===== src/rtl/netlist_sweep_controller_pkg.sv =====
// Shared types and defaults for the netlist sweep controller.
//   state_t        : sweep FSM states
//   MODE_EXH/LFSR  : values of the mode input
//   DEF_*          : default signature polynomial/seed and pattern LFSR taps
package netlist_test_pkg;

   typedef enum logic [1:0] {
      ST_IDLE   = 2'd0,
      ST_SETTLE = 2'd1,
      ST_SAMPLE = 2'd2,
      ST_DONE   = 2'd3
   } state_t;

   localparam logic MODE_EXH  = 1'b0;
   localparam logic MODE_LFSR = 1'b1;

   localparam logic [15:0] DEF_SIG_POLY  = 16'h1021;
   localparam logic [15:0] DEF_SIG_SEED  = 16'hFFFF;
   localparam logic [15:0] DEF_LFSR_TAPS = 16'hB400;

endpackage


===== src/rtl/netlist_sweep_controller_if.sv =====
// Host-side control/status bundle of the sweep controller.
//   master : test host (drives start/mode/pat_count/seed/abort)
//   slave  : controller (drives busy/done/signature/ones_count)
interface netlist_sweep_controller_if #(
   parameter int WIDTH = 16,
   parameter int SIG_W = 16
);
   import netlist_test_pkg::*;

   logic             start;
   logic             mode;
   logic [WIDTH:0]   pat_count;
   logic [WIDTH-1:0] seed;
   logic             abort;
   logic             busy;
   logic             done;
   logic [SIG_W-1:0] signature;
   logic [WIDTH:0]   ones_count;

   modport master (
      output start, mode, pat_count, seed, abort,
      input  busy, done, signature, ones_count
   );

   modport slave (
      input  start, mode, pat_count, seed, abort,
      output busy, done, signature, ones_count
   );

endinterface


===== src/rtl/sig_compactor.sv =====
// Serial single-input signature register (CRC-style MISR).
//   clk, rst_n : clock, async active-low reset (resets to SIG_SEED)
//   load       : reload SIG_SEED (takes priority over en)
//   en         : shift in din this cycle
//   din        : response bit
//   sig        : current signature
module sig_compactor
   import netlist_test_pkg::*;
#(
   parameter int               SIG_W    = 16,
   parameter logic [SIG_W-1:0] SIG_POLY = SIG_W'(DEF_SIG_POLY),
   parameter logic [SIG_W-1:0] SIG_SEED = SIG_W'(DEF_SIG_SEED)
) (
   input  logic             clk,
   input  logic             rst_n,
   input  logic             load,
   input  logic             en,
   input  logic             din,
   output logic [SIG_W-1:0] sig
);

   logic fb;
   assign fb = sig[SIG_W-1] ^ din;

   always_ff @(posedge clk or negedge rst_n) begin
      if (!rst_n) begin
         sig <= SIG_SEED;
      end else if (load) begin
         sig <= SIG_SEED;
      end else if (en) begin
         sig <= {sig[SIG_W-2:0], 1'b0} ^ (fb ? SIG_POLY : '0);
      end
   end

endmodule


===== src/rtl/netlist_sweep_controller.sv =====
// Drives patterns into a combinational netlist and compacts its response.
//   clk, rst_n : clock, async active-low reset
//   host       : control/status interface (slave side)
//   dut_a      : pattern to netlist input
//   dut_b      : netlist output, sampled only on SAMPLE edges
//   sample     : high in the cycle whose closing edge samples dut_b
//
// state     | meaning
// ST_IDLE   | waiting for start, busy=0
// ST_SETTLE | pattern applied, waiting SETTLE cycles for the netlist to settle
// ST_SAMPLE | dut_b captured at the closing edge, pattern advances
// ST_DONE   | run complete, done held until the next start
module netlist_sweep_controller
   import netlist_test_pkg::*;
#(
   parameter int               WIDTH     = 16,
   parameter int               SETTLE    = 2,
   parameter int               SIG_W     = 16,
   parameter logic [SIG_W-1:0] SIG_POLY  = SIG_W'(DEF_SIG_POLY),
   parameter logic [SIG_W-1:0] SIG_SEED  = SIG_W'(DEF_SIG_SEED),
   parameter logic [WIDTH-1:0] LFSR_TAPS = WIDTH'(DEF_LFSR_TAPS)
) (
   input  logic                         clk,
   input  logic                         rst_n,
   netlist_sweep_controller_if.slave    host,
   output logic [WIDTH-1:0]             dut_a,
   input  logic                         dut_b,
   output logic                         sample
);

   localparam int             CNT_W       = $clog2(SETTLE + 2);
   localparam logic [CNT_W-1:0] SETTLE_LOAD = CNT_W'((SETTLE > 0) ? SETTLE - 1 : 0);
   localparam logic [WIDTH:0] FULL_SWEEP  = {1'b1, {WIDTH{1'b0}}};

   state_t           state;
   logic             run_mode;
   logic [WIDTH:0]   target;
   logic [WIDTH:0]   pat_idx;
   logic [CNT_W-1:0] settle_cnt;
   logic [WIDTH:0]   ones_count;
   logic             busy;
   logic             done;
   logic             accept;
   logic             shift_en;
   logic             last_pat;
   logic [WIDTH-1:0] next_pat;
   logic [SIG_W-1:0] signature;

   assign accept   = host.start && (state == ST_IDLE || state == ST_DONE);
   assign shift_en = (state == ST_SAMPLE) && !host.abort;
   assign last_pat = (pat_idx + (WIDTH+1)'(1)) == target;
   assign next_pat = (run_mode == MODE_LFSR)
                     ? ((dut_a >> 1) ^ (dut_a[0] ? LFSR_TAPS : '0))
                     : dut_a + WIDTH'(1);

   always_ff @(posedge clk or negedge rst_n) begin
      if (!rst_n) begin
         state      <= ST_IDLE;
         run_mode   <= MODE_EXH;
         target     <= '0;
         pat_idx    <= '0;
         settle_cnt <= '0;
         ones_count <= '0;
         dut_a      <= '0;
         sample     <= 1'b0;
         busy       <= 1'b0;
         done       <= 1'b0;
      end else begin
         case (state)
            ST_IDLE, ST_DONE: begin
               if (accept) begin
                  run_mode   <= host.mode;
                  target     <= (host.pat_count == '0) ? FULL_SWEEP : host.pat_count;
                  pat_idx    <= '0;
                  ones_count <= '0;
                  done       <= 1'b0;
                  busy       <= 1'b1;
                  settle_cnt <= SETTLE_LOAD;
                  // a zero seed would lock the LFSR at zero
                  if (host.mode == MODE_LFSR)
                     dut_a <= (host.seed == '0) ? WIDTH'(1) : host.seed;
                  else
                     dut_a <= '0;
                  if (SETTLE > 0) begin
                     state  <= ST_SETTLE;
                     sample <= 1'b0;
                  end else begin
                     state  <= ST_SAMPLE;
                     sample <= 1'b1;
                  end
               end
            end
            ST_SETTLE: begin
               if (host.abort) begin
                  state <= ST_IDLE;
                  busy  <= 1'b0;
               end else if (settle_cnt == '0) begin
                  state  <= ST_SAMPLE;
                  sample <= 1'b1;
               end else begin
                  settle_cnt <= settle_cnt - CNT_W'(1);
               end
            end
            ST_SAMPLE: begin
               if (host.abort) begin
                  state  <= ST_IDLE;
                  busy   <= 1'b0;
                  sample <= 1'b0;
               end else begin
                  ones_count <= ones_count + (WIDTH+1)'(dut_b);
                  pat_idx    <= pat_idx + (WIDTH+1)'(1);
                  if (last_pat) begin
                     state  <= ST_DONE;
                     done   <= 1'b1;
                     busy   <= 1'b0;
                     sample <= 1'b0;
                  end else begin
                     dut_a <= next_pat;
                     if (SETTLE > 0) begin
                        state      <= ST_SETTLE;
                        sample     <= 1'b0;
                        settle_cnt <= SETTLE_LOAD;
                     end
                  end
               end
            end
            default: state <= ST_IDLE;
         endcase
      end
   end

   sig_compactor #(
      .SIG_W    (SIG_W),
      .SIG_POLY (SIG_POLY),
      .SIG_SEED (SIG_SEED)
   ) u_sig (
      .clk   (clk),
      .rst_n (rst_n),
      .load  (accept),
      .en    (shift_en),
      .din   (dut_b),
      .sig   (signature)
   );

   assign host.busy       = busy;
   assign host.done       = done;
   assign host.signature  = signature;
   assign host.ones_count = ones_count;

endmodule


===== src/flat_wrapper.sv =====
// flat-port wrapper written by rule: the top's interface ports become plain ports
module netlist_sweep_controller_flat import netlist_test_pkg::*;
#(
   parameter int               WIDTH     = 16,
   parameter int               SETTLE    = 2,
   parameter int               SIG_W     = 16,
   parameter logic [SIG_W-1:0] SIG_POLY  = SIG_W'(DEF_SIG_POLY),
   parameter logic [SIG_W-1:0] SIG_SEED  = SIG_W'(DEF_SIG_SEED),
   parameter logic [WIDTH-1:0] LFSR_TAPS = WIDTH'(DEF_LFSR_TAPS)
)
  (clk, rst_n, dut_a, dut_b, sample, host_start, host_mode, host_pat_count, host_seed, host_abort, host_busy, host_done, host_signature, host_ones_count);
  netlist_sweep_controller_if #(.WIDTH(WIDTH), .SIG_W(SIG_W)) host_i ();
  input  logic clk;
  input  logic rst_n;
  output logic [WIDTH-1:0] dut_a;
  input  logic dut_b;
  output logic sample;
  input wire logic [$bits(host_i.start)-1:0] host_start;
  input wire logic [$bits(host_i.mode)-1:0] host_mode;
  input wire logic [$bits(host_i.pat_count)-1:0] host_pat_count;
  input wire logic [$bits(host_i.seed)-1:0] host_seed;
  input wire logic [$bits(host_i.abort)-1:0] host_abort;
  output wire logic [$bits(host_i.busy)-1:0] host_busy;
  output wire logic [$bits(host_i.done)-1:0] host_done;
  output wire logic [$bits(host_i.signature)-1:0] host_signature;
  output wire logic [$bits(host_i.ones_count)-1:0] host_ones_count;
  assign host_i.start = host_start;
  assign host_i.mode = host_mode;
  assign host_i.pat_count = host_pat_count;
  assign host_i.seed = host_seed;
  assign host_i.abort = host_abort;
  assign host_busy = host_i.busy;
  assign host_done = host_i.done;
  assign host_signature = host_i.signature;
  assign host_ones_count = host_i.ones_count;
  netlist_sweep_controller #(.WIDTH(WIDTH), .SETTLE(SETTLE), .SIG_W(SIG_W), .SIG_POLY(SIG_POLY), .SIG_SEED(SIG_SEED), .LFSR_TAPS(LFSR_TAPS)) u_core (.clk(clk), .rst_n(rst_n), .host(host_i), .dut_a(dut_a), .dut_b(dut_b), .sample(sample));
endmodule

===== config.mk =====
export PLATFORM = sky130hd
export DESIGN_NAME = netlist_sweep_controller_flat
export DESIGN_NICKNAME = d
export VERILOG_FILES = /design/src/rtl/netlist_sweep_controller_pkg.sv /design/src/rtl/netlist_sweep_controller_if.sv /design/src/rtl/sig_compactor.sv /design/src/rtl/netlist_sweep_controller.sv /design/src/flat_wrapper.sv
export SDC_FILE = /design/constraint.sdc
export NUM_CORES = 1
export LEC_CHECK = 0
export ABC_AREA = 1
export BUFFER_PORTS_ARGS = -buffer_cell sky130_fd_sc_hd__buf_4
export CAP_MARGIN = 10
export CORE_MARGIN = 2
export CORE_UTILIZATION = 30
export DETAILED_ROUTE_END_ITERATION = 12
export MAX_ROUTING_LAYER = met4
export PLACE_DENSITY = 0.58
export SETUP_SLACK_MARGIN = 0.02
export SYNTH_ARGS = -nofsm -noshare
export SYNTH_HDL_FRONTEND = slang
export SYNTH_SLANG_ARGS = --single-unit

===== constraint.sdc =====
create_clock -name clk -period 5.6 [get_ports clk]
set_input_delay 0.56 -clock clk [delete_from_list [all_inputs] [get_ports clk]]
set_output_delay 0.56 -clock clk [all_outputs]
set_load 0.01 [all_outputs]

# ---- Word-level counts from Yosys, hierarchy flattened
# Cells that the tools add are included.
dict set report totals {
  latchBits 0
  inputBits 39
  out_inout_bits 52
  ramBits 0
  wordCells 91
  mem_count 0
  rom_bits 0
  ff_bits 91
}
dict set report classes {
  n_lt_le_gt_ge 0
  div 0
  n_reduce_logical 19
  shifts 0
  bitwise 3
  n_eq_ne 14
  mux 40
  n_mul 0
  add_sub_neg 4
}
# cell n
set op_table {}
lappend op_table {{$mux 16} 9}
lappend op_table {{$mux 17} 4}
lappend op_table {{$pmux 17 s2} 2}
lappend op_table {{$pmux 16 s2} 1}
lappend op_table {{$mux 2} 9}
lappend op_table {{$add 17x1->17} 1}
lappend op_table {{$add 17x1->17 const B} 1}
lappend op_table {{$eq 17x17->1} 1}
lappend op_table {{$logic_not 17->1} 1}
lappend op_table {{$add 16x1->16 const B} 1}
lappend op_table {{$logic_not 16->1} 1}
lappend op_table {{$xor 15x16->16} 1}
lappend op_table {{$xor 16x13->16} 1}
lappend op_table {{$mux 13} 1}
lappend op_table {{$pmux 2 s3} 2}
lappend op_table {{$ne 2x2->1 const B} 5}
lappend op_table {{$mux 1} 9}
lappend op_table {{$reduce_and 3->1} 3}
lappend op_table {{$reduce_and 4->1} 2}
lappend op_table {{$ne 2x1->1 const B} 3}
lappend op_table {{$ne 3x2->1 const B} 2}
lappend op_table {{$pmux 1 s3} 2}
lappend op_table {{$reduce_and 5->1} 1}
lappend op_table {{$eq 2x2->1 const B} 2}
lappend op_table {{11 further kinds} 15}

# ---- Logic depth before layout (Yosys ltp)
# Gate-level depths: netlist of run 1.
dict set report depth {
  depth_word 6
  mapped_depth 18
  depth_no_buf 18
}

# ---- Cells and area by module
# A second synthesis of run 1 with hierarchy kept.
dict set report hier_totals {
  hier_cells 749
  area_unflattened_um2 5567.8
}
# mod seq_area_each_um2 area_per_inst_um2 n_inst cells_per_inst
set by_module_without_submodules {}
lappend by_module_without_submodules {netlist_sweep_controller 1876.8 4823.4 1 682}
lappend by_module_without_submodules {sig_compactor 420.4 744.5 1 67}

# ---- Least setup slack after synthesis of run 1
# No wires, ideal clock.
dict set report synth_timing {
  path_kind {register -> register}
  startpoint {reg u_core.pat_idx[0]}
  endpoint {reg u_core.dut_a[6]}
  path_slack_ns 3.489
  setup_time_ns 0.117
  path_buffers 2
  t_required_ns 5.483
  path_stages_with_launch 14
  t_arrival_ns 1.993
  period_less_slack_ns 2.111
  path_cell_list {dfrtp_1 ha_1 nand2_2 nor2_4 nand2_2 nor2_2 xor2_1 nor2_1 nor2_4 nand3_2 buf_6 buf_6 nand3_2 nand2_1}
}
dict set report synth_between {
  elab_chain_len 4
}
# element line_no
set synth_rtl {}
lappend synth_rtl {{from (decl)} netlist_sweep_controller.sv:38} ;# logic [WIDTH:0] pat_idx;
lappend synth_rtl {{from (signal assigned)} netlist_sweep_controller.sv:111} ;# pat_idx <= pat_idx + (WIDTH+1)'(1);
lappend synth_rtl {{$add 17x1->17} netlist_sweep_controller.sv:51} ;# assign last_pat = (pat_idx + (WIDTH+1)'(1)) == target;
lappend synth_rtl {{$eq 17x17->1} netlist_sweep_controller.sv:51}
lappend synth_rtl {{$ne 2x2->1 (no source line)} --}
lappend synth_rtl {{$reduce_and 4->1 (no source line)} --}
lappend synth_rtl {{to (signal assigned)} netlist_sweep_controller.sv:81} ;# dut_a <= (host.seed == '0) ? WIDTH'(1) : host.seed;
lappend synth_rtl {{to (signal assigned)} netlist_sweep_controller.sv:118} ;# dut_a <= next_pat;
lappend synth_rtl {{to (decl)} netlist_sweep_controller.sv:26} ;# output logic [WIDTH-1:0] dut_a,
# No other way between the ends.
# A chain may end at the register's enable or synchronous reset.

# ---- Final worst setup path of run 1
dict set report layout_timing {
  startpoint {reg u_core.state[1]}
  endpoint {reg u_core.dut_a[10]}
}
dict set report layout_between {
  elab_chain_len 5
  elab_cells_between_ends 12
  classes_between {eq/ne (5); mux (1); reduce/logical (6)}
}
# element line_no
set layout_rtl {}
lappend layout_rtl {{from (decl)} netlist_sweep_controller.sv:35} ;# state_t state;
lappend layout_rtl {{from (signal assigned)} netlist_sweep_controller.sv:58} ;# state <= ST_IDLE;
lappend layout_rtl {{from (signal assigned)} netlist_sweep_controller.sv:85} ;# state <= ST_SETTLE;
lappend layout_rtl {{from (signal assigned)} netlist_sweep_controller.sv:88} ;# state <= ST_SAMPLE;
lappend layout_rtl {{$eq 2x2->1 or $logic_not 2->1 (tied branches)} {netlist_sweep_controller.sv:49, netlist_sweep_controller.sv:69}}
lappend layout_rtl {{$logic_or 1x1->1} netlist_sweep_controller.sv:49} ;# assign accept = host.start && (state == ST_IDLE || state == ST_DONE);
lappend layout_rtl {{$logic_and 1x1->1} netlist_sweep_controller.sv:49}
lappend layout_rtl {{$ne 2x1->1 (no source line)} --}
lappend layout_rtl {{$reduce_and 4->1 (no source line)} --}
# Parallel ways exist; a longest one is shown, timed or not.

==> results of run 1 <==
[critical path: cells and delay by family, from the launching register on]
family,cells,cell delay (ps)
flops,1,400
fa+ha+maj,1,350
simple gates,6,1310
buf+inv,2,1150
[path summary, 6_finish.rpt]
path                            depth (start not counted)                    endpoint  slack [ps]
worst max-delay path                                    9            u_core.dut_a[10]        2240
worst min-delay path                                    1           u_core.pat_idx[3]         270
worst max register to register                          9            u_core.dut_a[10]        2240
worst min register to register                          1  u_core.host.ones_count[16]         470
max in group asynchronous                               2             u_core.dut_a[8]        4350
min in group clk                                        3            u_core.target[2]         410
[flip-flops by register name, indices dropped and copies added (netlist names)]
signal and cells:
u_core.host.done 1, u_core.settle_cnt 2, u_core.pat_idx 17, u_core.host.busy 1, u_core.target 17, u_core.run_mode 1
u_core.sample 1, u_core.host.ones_count 17, u_core.state 2, u_core.dut_a 16, u_core.u_sig.sig 16
[kinds of logic (layout without fill, tap and decap cells)]
group                      Yosys count  after routing
and+or+nand+nor                    396            396
buffers and inverters              125            213
AOI/OAI and AO/OA                  117            117
DFF                                 91             91
xor gates and xnor gates            13             13
adders and majority gates            7              7
[layer usage]
layer  wire length (µm)  GRT usage [%]  up-vias
met5                  0              -        -
met4                165           4.47        0
met3                664           2.31       12
met2               6740           24.2      128
met1               7270           21.7     2429
li1                   -              -     2610
[synth_stat cells, drive strengths merged, types with 2 or more instances]
cell,instances
nand2,228
clkinv,2
a21oi,31
ha,7
a211oi,2
nand4,11
inv,103
nor3,7
dfrtp,75
nor2,60
nand3,73
a32o,2
a22oi,13
buf,8
or2,2
nand3b,6
nor4,8
clkbuf,12
xor2,12
dfstp,16
o22ai,18
o21ai,46
[layout make-up]
type / count / area, µm² / share of cell area (%)
Sequential cell: 91 / 2300 / 34.6
Inverter: 105 / 394 / 5.94
Clock inverter: 6 / 40.0 / 0.603
Tap cell: 229 / 287 / 4.32
Timing Repair Buffer: 92 / 691 / 10.4
Multi-Input combinational cell: 533 / 2700 / 40.7
Clock buffer: 10 / 229 / 3.45
[power breakdown]
group          switching (W)  internal (W)  total, W
clock               0.000271      0.000303  0.000574
combinational       0.000515      0.000315  0.000830
sequential          0.000164      0.000799  0.000963
total               0.000951       0.00142   0.00237
[through the flow]
stage | power, W | instances | worst slack, ps
after detailed placement | 0.00181 | 1050 | 2250
after CTS | 0.00240 | 1066 | 2210
after global routing | 0.00255 | 1066 | 1790
after floorplan | 0.00152 | 749 | 3490
after global placement | 0.00180 | 1050 | 2350
final | 0.00237 | 1066 | 2240
==> results_dict.tcl, run 1 <==
set metrics [dict create \
    status "completed" \
    dieArea_mm2 0.0194 \
    finalHoldViolCount 0 \
    clk_pin_slew_ps 70 \
    synth_seq_cells 91 \
    ys_seq_area_share_pct 41.8 \
    grt_pass1_vias 4800 \
    finalInstanceArea_mm2 0.00664 \
    drt-total-wl_um 14800 \
    synth-compound-area-share_pct 12.2 \
    setup_tns_ps 0 \
    ys_warn_count 0 \
    drive_gt1_share_pct 19.2 \
    drv_cap 0 \
    holdCritPathClass "in -> async" \
    synth_top_area_share_pct 34.2 \
    min_period_over_period_pct 59.9 \
    pin_count 91 \
    drcViolationCount 0 \
    final_cell_mix "220 x nand2_1, 102 x inv_1, 92 x buf_4" \
    cp.arrival_ps 3590 \
    synth_edf_count 0 \
    relSlewSlack_pct 32.7 \
    cts_tree "built" \
    async_reset_ff_share_pct 100 \
    syn-mean-instance-area_um2 7.33 \
    area_growth_pct 20.8 \
    cts_resized 0 \
    synthXorXnorAreaFrac_pct 2.07 \
    endpoint_kind "flop" \
    postCtsHoldBufs 0 \
    critPathMaxStageDelay_ps 700 \
    whs_ps 266 \
    insertedDiodeCount 0 \
    coreArea_mm2 0.0180 \
    die_h_um 139 \
    cts_setup_buffers 0 \
    peakVddDrop_v 0.000146 \
    htreeDepth 3 \
    hpwl_um 11000 \
    p_leak_nw 3.25 \
    antenna_found_initial 0 \
    fill_cells 1899 \
    setup_viol 0 \
    vias_per_cell 4.86 \
    synthTopCellsByArea "dfrtp_1 34%, nand2_1 15%, dfstp_2 7.7%" \
    crit_slowest_cell "inv_1" \
    clk_latency_ps 350 \
    vias 5179 \
    syn_nets 795 \
    fin_util_pct 36.9 \
    critPathLaunchType "flop" \
    final_common_cell "nand2_1" \
    ctsRootBufferMaster "clkbuf_16" \
    die_w_um 139 \
    tightest_slew_ps 1010 \
    crit_type "reg -> reg" \
    synth.distinct_cells 38 \
    first_pass_iters 5 \
    netlist_instances 749 \
    synth_top_family_by_area "simple AND/OR/NAND/NOR gates" \
    clkSinkCount 91 \
    synth-simple-area-share_pct 33.3 \
    io_buffer_count 90 \
    start_util_pct 30.6 \
    numCtsBuffers 9 \
    synth_top_flop_cell "dfrtp_1" \
    r2r-start "u_core.state[1]" \
    rsz0062_at_grt "no" \
    overflow 0 \
    fmax_mhz 298 \
    p_per_area_mw_per_mm2 357 \
    muxShareOfSynthArea_pct 0 \
    syn-cell-area_mm2 0.00549 \
    grt_first_pass_wirelength_um 24200 \
    period_needed_ps 3360 \
    dpl-instance-area_mm2 0.00637 \
    cp.required_ps 5830 \
    maxSlewViolCount 0 \
    critical_path.max_fanout 36 \
    synth_top_cell_by_area "dfrtp_1" \
    grt_max_degree 55 \
    synth-adder-area-share_pct 1.59 \
    place_congestion 0.866 \
    final_nets 878 \
    crit_start "u_core.state[1]" \
    skew_ps 9.10 \
    drt_iter0_markers 272 \
    wl_per_cell_um 13.9 \
    grt_use_total_pct 15.7 \
    ant_nets 0 \
    rows 49 \
    clockBufferDepth 2 \
    cp_cell_sequence "ha_1, nand2_2, inv_1, nand2_1, nand2_2, buf_4, nand2_2, nand2_1, nand2_1" \
]
Note: power is estimated with default switching activity, not from simulation.
==> inputs of run 2 (changes only) <==
PLACE_DENSITY = 0.6   (was 0.58)
clock period = 3.06 ns   (was 5.6 ns; I/O delays follow)
==> results_dict.tcl, run 2 (synthesis results as in run 1) <==
set metrics [dict create \
    postCtsHoldBufs 0 \
    htreeDepth 3 \
    pin_count 91 \
    cts_setup_buffers 0 \
    dieArea_mm2 0.0194 \
    p_leak_nw 3.28 \
    path_depth 15 \
    fmax_mhz 390 \
    finalHoldViolCount 0 \
    cp.buffers_inverters 1 \
    place_congestion 0.912 \
    r2r-start "u_core.pat_idx[0]" \
    vias 5162 \
    grt_pass1_vias 4942 \
    drive_gt1_share_pct 19.7 \
    final_nets 887 \
    insertedDiodeCount 0 \
    drt-total-wl_um 14900 \
    ant_nets 0 \
    rsz0062_at_grt "no" \
    timing.rr.end "u_core.dut_a[14]" \
    drt_iter0_markers 344 \
    drcViolationCount 0 \
    start_util_pct 30.6 \
    busiest_layer "met2" \
    overflow 0 \
    clk_latency_ps 350 \
    final_common_cell "nand2_1" \
    holdCritPathClass "in -> async" \
    setup_tns_ps 0 \
    hpwl_um 10900 \
    critPathLaunchType "flop" \
    crit_type "reg -> reg" \
    wl_per_cell_um 13.9 \
    antenna_found_initial 0 \
    crit_family "simple AND/OR/NAND/NOR gates" \
    maxSlewViolCount 0 \
    grtUsageMet1_pct 21.7 \
    grt_use_total_pct 16.0 \
    skew_ps 8.67 \
    fin_util_pct 37.3 \
    tightest_slew_ps 990 \
    rows 49 \
    first_pass_iters 6 \
    clk_pin_slew_ps 60 \
    cp_cell_sequence "ha_1, nand2_2, nor2_4, nand3_1, nand3_1, nand2_1, inv_1, nand2_1, nor2_1, nand2_1, nor2_4, nand3_2, nand2_2, nand2_1, nand2_1" \
    die_h_um 139 \
    met2_usage_pct 24.7 \
    crit_top_cell "nand2_1" \
    p_per_area_mw_per_mm2 654 \
    final_cell_mix "220 x nand2_1, 102 x inv_1, 101 x buf_4" \
    met3_usage_pct 4.03 \
    whs_ps 102 \
    rr_worst_depth 15 \
    setup_viol 0 \
    status "completed" \
    dpl-instance-area_mm2 0.00643 \
    cts_resized 0 \
    drv_cap 0 \
    clkSinkCount 91 \
    critical_path.max_fanout 16 \
    numCtsBuffers 9 \
    period_needed_ps 2570 \
    critPathMaxStageDelay_ps 440 \
    rrSetupSlack_ps 490 \
    ctsRootBufferMaster "clkbuf_16" \
    grt_first_pass_wirelength_um 24700 \
    cp.required_ps 3340 \
    endpoint_kind "flop" \
    die_w_um 139 \
    peakVddDrop_v 0.000362 \
    vias_per_cell 4.80 \
    grt_max_degree 77 \
    finalInstanceArea_mm2 0.00670 \
    cp.arrival_ps 2850 \
    crit_end "u_core.dut_a[14]" \
    relSlewSlack_pct 34.0 \
    clockBufferDepth 2 \
    crit_slowest_cell "dfrtp_1" \
    min_period_over_period_pct 83.8 \
    coreArea_mm2 0.0180 \
    io_buffer_count 90 \
    reg_top3 "u_core.host.ones_count x17, u_core.pat_idx x17, u_core.target x17" \
    crit_start "u_core.pat_idx[0]" \
    cts_tree "built" \
    area_growth_pct 22.0 \
]
## run 2: layer usage
layer / vias to the layer above / wire length [µm]
met2: 121 / 6820
met3: 9 / 863
met1: 2415 / 7120
met4: 0 / 123
met5: - / 0
li1: 2617 / -
## run 2: cell type report
| class | instances | area (µm²) |
|---|---|---|
| flip-flops and latches | 91 | 2300 |
| fillers | 1917 | 11300 |
| repair buffers | 101 | 758 |
| clock inverters | 3 | 16.3 |
| well taps | 229 | 287 |
| multi-input cells | 533 | 2700 |
| inverters | 105 | 394 |
| clock buffers | 13 | 250 |
## run 2: worst min path at each step
stage                              start                    endpoint
floorplan                          rst_n             u_core.dut_a[0]
global placement    u_core.settle_cnt[1]        u_core.settle_cnt[1]
global route          host_pat_count[10]           u_core.target[10]
finish                             rst_n  u_core.host.ones_count[10]
detailed placement  u_core.settle_cnt[1]        u_core.settle_cnt[1]
CTS                    host_pat_count[2]            u_core.target[2]
## run 2: through the flow
stage	instances	setup slack, ps	total power (W)
2_1_floorplan	749	949	0.00278
3_3_place_gp	1059	573	0.00337
3_5_place_dp	1059	519	0.00338
4_1_cts	1075	504	0.00443
5_1_grt	1075	160	0.00472
6_report	1075	495	0.00438
## run 2: power by group
group / internal (W) / switching (W) / leakage (nW)
sequential: 0.00146 / 0.000278 / 1.16
clock: 0.000570 / 0.000455 / 0.127
combinational: 0.000609 / 0.00101 / 1.99
==> inputs of run 3 (changes only) <==
ABC_AREA = 0   (was 1)
PLACE_DENSITY = 0.58   (was 0.6)
clock period = 2.6 ns   (was 3.06 ns; I/O delays follow)
==> results_dict.tcl, run 3 <==
set metrics [dict create \
    vias_per_cell 4.96 \
    fin_cells 914 \
    synth_most_common_cell "nand2_1" \
    period_needed_ps 2890 \
    drive_gt1_share_pct 32.8 \
    setup_viol 21 \
    final_cell_mix "141 x buf_4, 94 x nand2_1, 73 x dfrtp_1" \
    dieArea_mm2 0.0184 \
    vias 4537 \
    critical_path.max_fanout 16 \
    die_w_um 136 \
    cp.buffers_inverters 1 \
    relSlewSlack_pct 36.8 \
    holdCritPathClass "in -> reg" \
    peakVddDrop_v 0.000427 \
    p_comb_share_pct 42.0 \
    r2r-start "u_core.pat_idx[0]" \
    drt_iter0_markers 218 \
    violations "negative setup slack" \
    syn-cell-area_mm2 0.00521 \
    hpwl_um 10300 \
    min_period_over_period_pct 111 \
    coreArea_mm2 0.0171 \
    synth_top_cell_by_area "dfrtp_1" \
    setup_slack_ps -290 \
    async_reset_ff_share_pct 100 \
    whs_ps 148 \
    endpoint_kind "flop" \
    synth_seq_cells 91 \
    grt_max_degree 33 \
    maxSlewViolCount 0 \
    power.clock.fraction_pct 22.0 \
    syn-mean-instance-area_um2 9.33 \
    insertedDiodeCount 0 \
    drcViolationCount 0 \
    rrSetupSlack_ps -290 \
    synth.distinct_cells 51 \
    ys_warn_count 0 \
    timing.rr.end "u_core.dut_a[15]" \
    numCtsBuffers 9 \
    synthTopCellsByArea "dfrtp_1 36%, dfstp_2 8.1%, nand2_1 6.8%" \
    htreeDepth 3 \
    reg_top3 "u_core.host.ones_count x17, u_core.pat_idx x17, u_core.target x17" \
    fmax_mhz 346 \
    status "finished with violations" \
    io_buffer_count 90 \
    tightest_slew_ps 948 \
    crit_family "simple AND/OR/NAND/NOR gates" \
    seq_power_share_pct 36.0 \
    ys_seq_area_share_pct 44.1 \
    grt_first_pass_wirelength_um 23400 \
    fill_cells 1726 \
    crit_type "reg -> reg" \
    drv_cap 0 \
    overflow 0 \
    cp.required_ps 2840 \
    critPathMaxStageDelay_ps 530 \
    critPathLaunchType "flop" \
    path_depth 10 \
    p_per_area_mw_per_mm2 952 \
    clockBufferDepth 2 \
    first_pass_iters 4 \
    synth_edf_count 0 \
    cp.arrival_ps 3130 \
    final_nets 730 \
    crit_end "u_core.dut_a[15]" \
    wl_per_cell_um 15.5 \
    p_leak_nw 3.10 \
    syn_nets 604 \
    cts_tree "built" \
    start_util_pct 30.4 \
    netlist_instances 558 \
    final_common_cell "buf_4" \
    clkSinkCount 91 \
    area_growth_pct 32.4 \
    die_h_um 136 \
    p_int_w 0.00411 \
    ant_nets 0 \
    swShare_pct 37.4 \
    antenna_found_initial 0 \
    synth_top_area_share_pct 36.0 \
    clk_pin_slew_ps 70 \
    p_switching_w 0.00246 \
    dp_worst_setup_slack_ps -405 \
    finalHoldViolCount 0 \
    synth_top_flop_cell "dfrtp_1" \
    rows 48 \
    crit_start "u_core.pat_idx[0]" \
    pin_count 91 \
    clk_latency_ps 350 \
    rr_worst_depth 10 \
    grt_use_total_pct 16.5 \
    crit_slowest_cell "or4_4" \
    place_congestion 0.899 \
    synth_common_cells "95 x nand2_1, 75 x dfrtp_1, 51 x o21ai_0, 35 x nor2_1" \
    placedCellCount 893 \
    drt-total-wl_um 14200 \
    cp_cell_sequence "ha_4, nand2_4, or3_4, xnor2_2, nand2_1, or4_4, nor4_4, a21o_1, buf_12, mux2_2" \
    ctsRootBufferMaster "clkbuf_16" \
    grt_pass1_vias 4671 \
    skew_ps 8.26 \
    rsz0062_at_grt "yes" \
]
run 3: changes by cell type in the layout (fill, tap and decap cells not counted), sizes merged, moves of 16 or more:
| cell | delta |
|---|---|
| xnor2 | +29 |
| nand2 | -133 |
| nor2 | -25 |
| mux2 | +33 |
| buf | +43 |
| inv | -89 |
| a21oi | -16 |
| o22ai | -17 |
| nand3 | -42 |
run 3: cells by family (layout without fill, tap and decap cells):
kind of cell | after synthesis | count (layout) | synth area share [%]
AOI/OAI and AO/OA | 100 | 100 | 11.7
xor gates and xnor gates | 55 | 55 | 9.25
adders and majority gates | 7 | 7 | 1.68
buffers and inverters | 44 | 175 | 3.58
DFF | 91 | 91 | 44.1
muxes | 44 | 44 | 9.25
and+or+nand+nor | 217 | 217 | 20.4
run 3: timing repair:
action / 4_1_cts / 5_1_grt
endpoints found under the hold margin: 29 / 0
buffers inserted: 2 / 2
pin swaps: 11 / 3
hold buffers: 1 / 0
setup endpoints to repair: 21 / 25
gates resized for setup: 14 / 6
run 3: worst min-delay path by stage:
stage	from	endpoint	slack, ps	cells past startpoint
after global routing	host_pat_count[13]	u_core.target[13]	140	2
after CTS	host_pat_count[5]	u_core.target[5]	130	2
final	host_pat_count[9]	u_core.target[9]	150	2
after global placement	rst_n	u_core.dut_a[8]	220	1
after floorplan	rst_n	u_core.dut_a[0]	-40	0
after detailed placement	rst_n	u_core.dut_a[8]	230	1
run 3: cell type report:
cell class	instances	area, µm²	share of cell area (%)
Clock inverter	5	86.3	1.25
Inverter	14	52.6	0.762
Clock buffer	11	243	3.52
Tap cell	225	282	4.08
Sequential cell	91	2300	33.4
Multi-Input combinational cell	423	2820	40.9
Timing Repair Buffer	145	1110	16.1
run 3: power groups by stage:
stage | logic [W] | clock network, W | registers [W]
3_3_place_gp | 0.00262 | 0 | 0.00235
2_1_floorplan | 0.00175 | 0 | 0.00228
3_5_place_dp | 0.00270 | 0 | 0.00237
4_1_cts | 0.00275 | 0.00150 | 0.00235
5_1_grt | 0.00305 | 0.00155 | 0.00242
6_report | 0.00276 | 0.00144 | 0.00236
run 3: metrics by stage:
stage | utilization, % | total power [W] | area, µm² | TNS [ps]
after CTS | 40.1 | 0.00660 | 6860 | -4420
after global placement | 37.7 | 0.00497 | 6450 | -5110
after global routing | 40.3 | 0.00702 | 6890 | -6840
final | 40.3 | 0.00657 | 6890 | -4620
after floorplan | - | 0.00403 | 5240 | -5980
after detailed placement | 37.7 | 0.00507 | 6450 | -6570
run 3: routing by layer:
| layer | part of all wire [%] | wire length, µm | track usage [%] | up-vias |
|---|---|---|---|---|
| li1 | - | - | - | 2217 |
| met1 | 46 | 6500 | 19.9 | 2210 |
| met2 | 48 | 6840 | 27.4 | 93 |
| met3 | 4.3 | 614 | 3.55 | 17 |
| met4 | 1.6 | 225 | 5.67 | 0 |
| met5 | 0 | 0 | - | - |
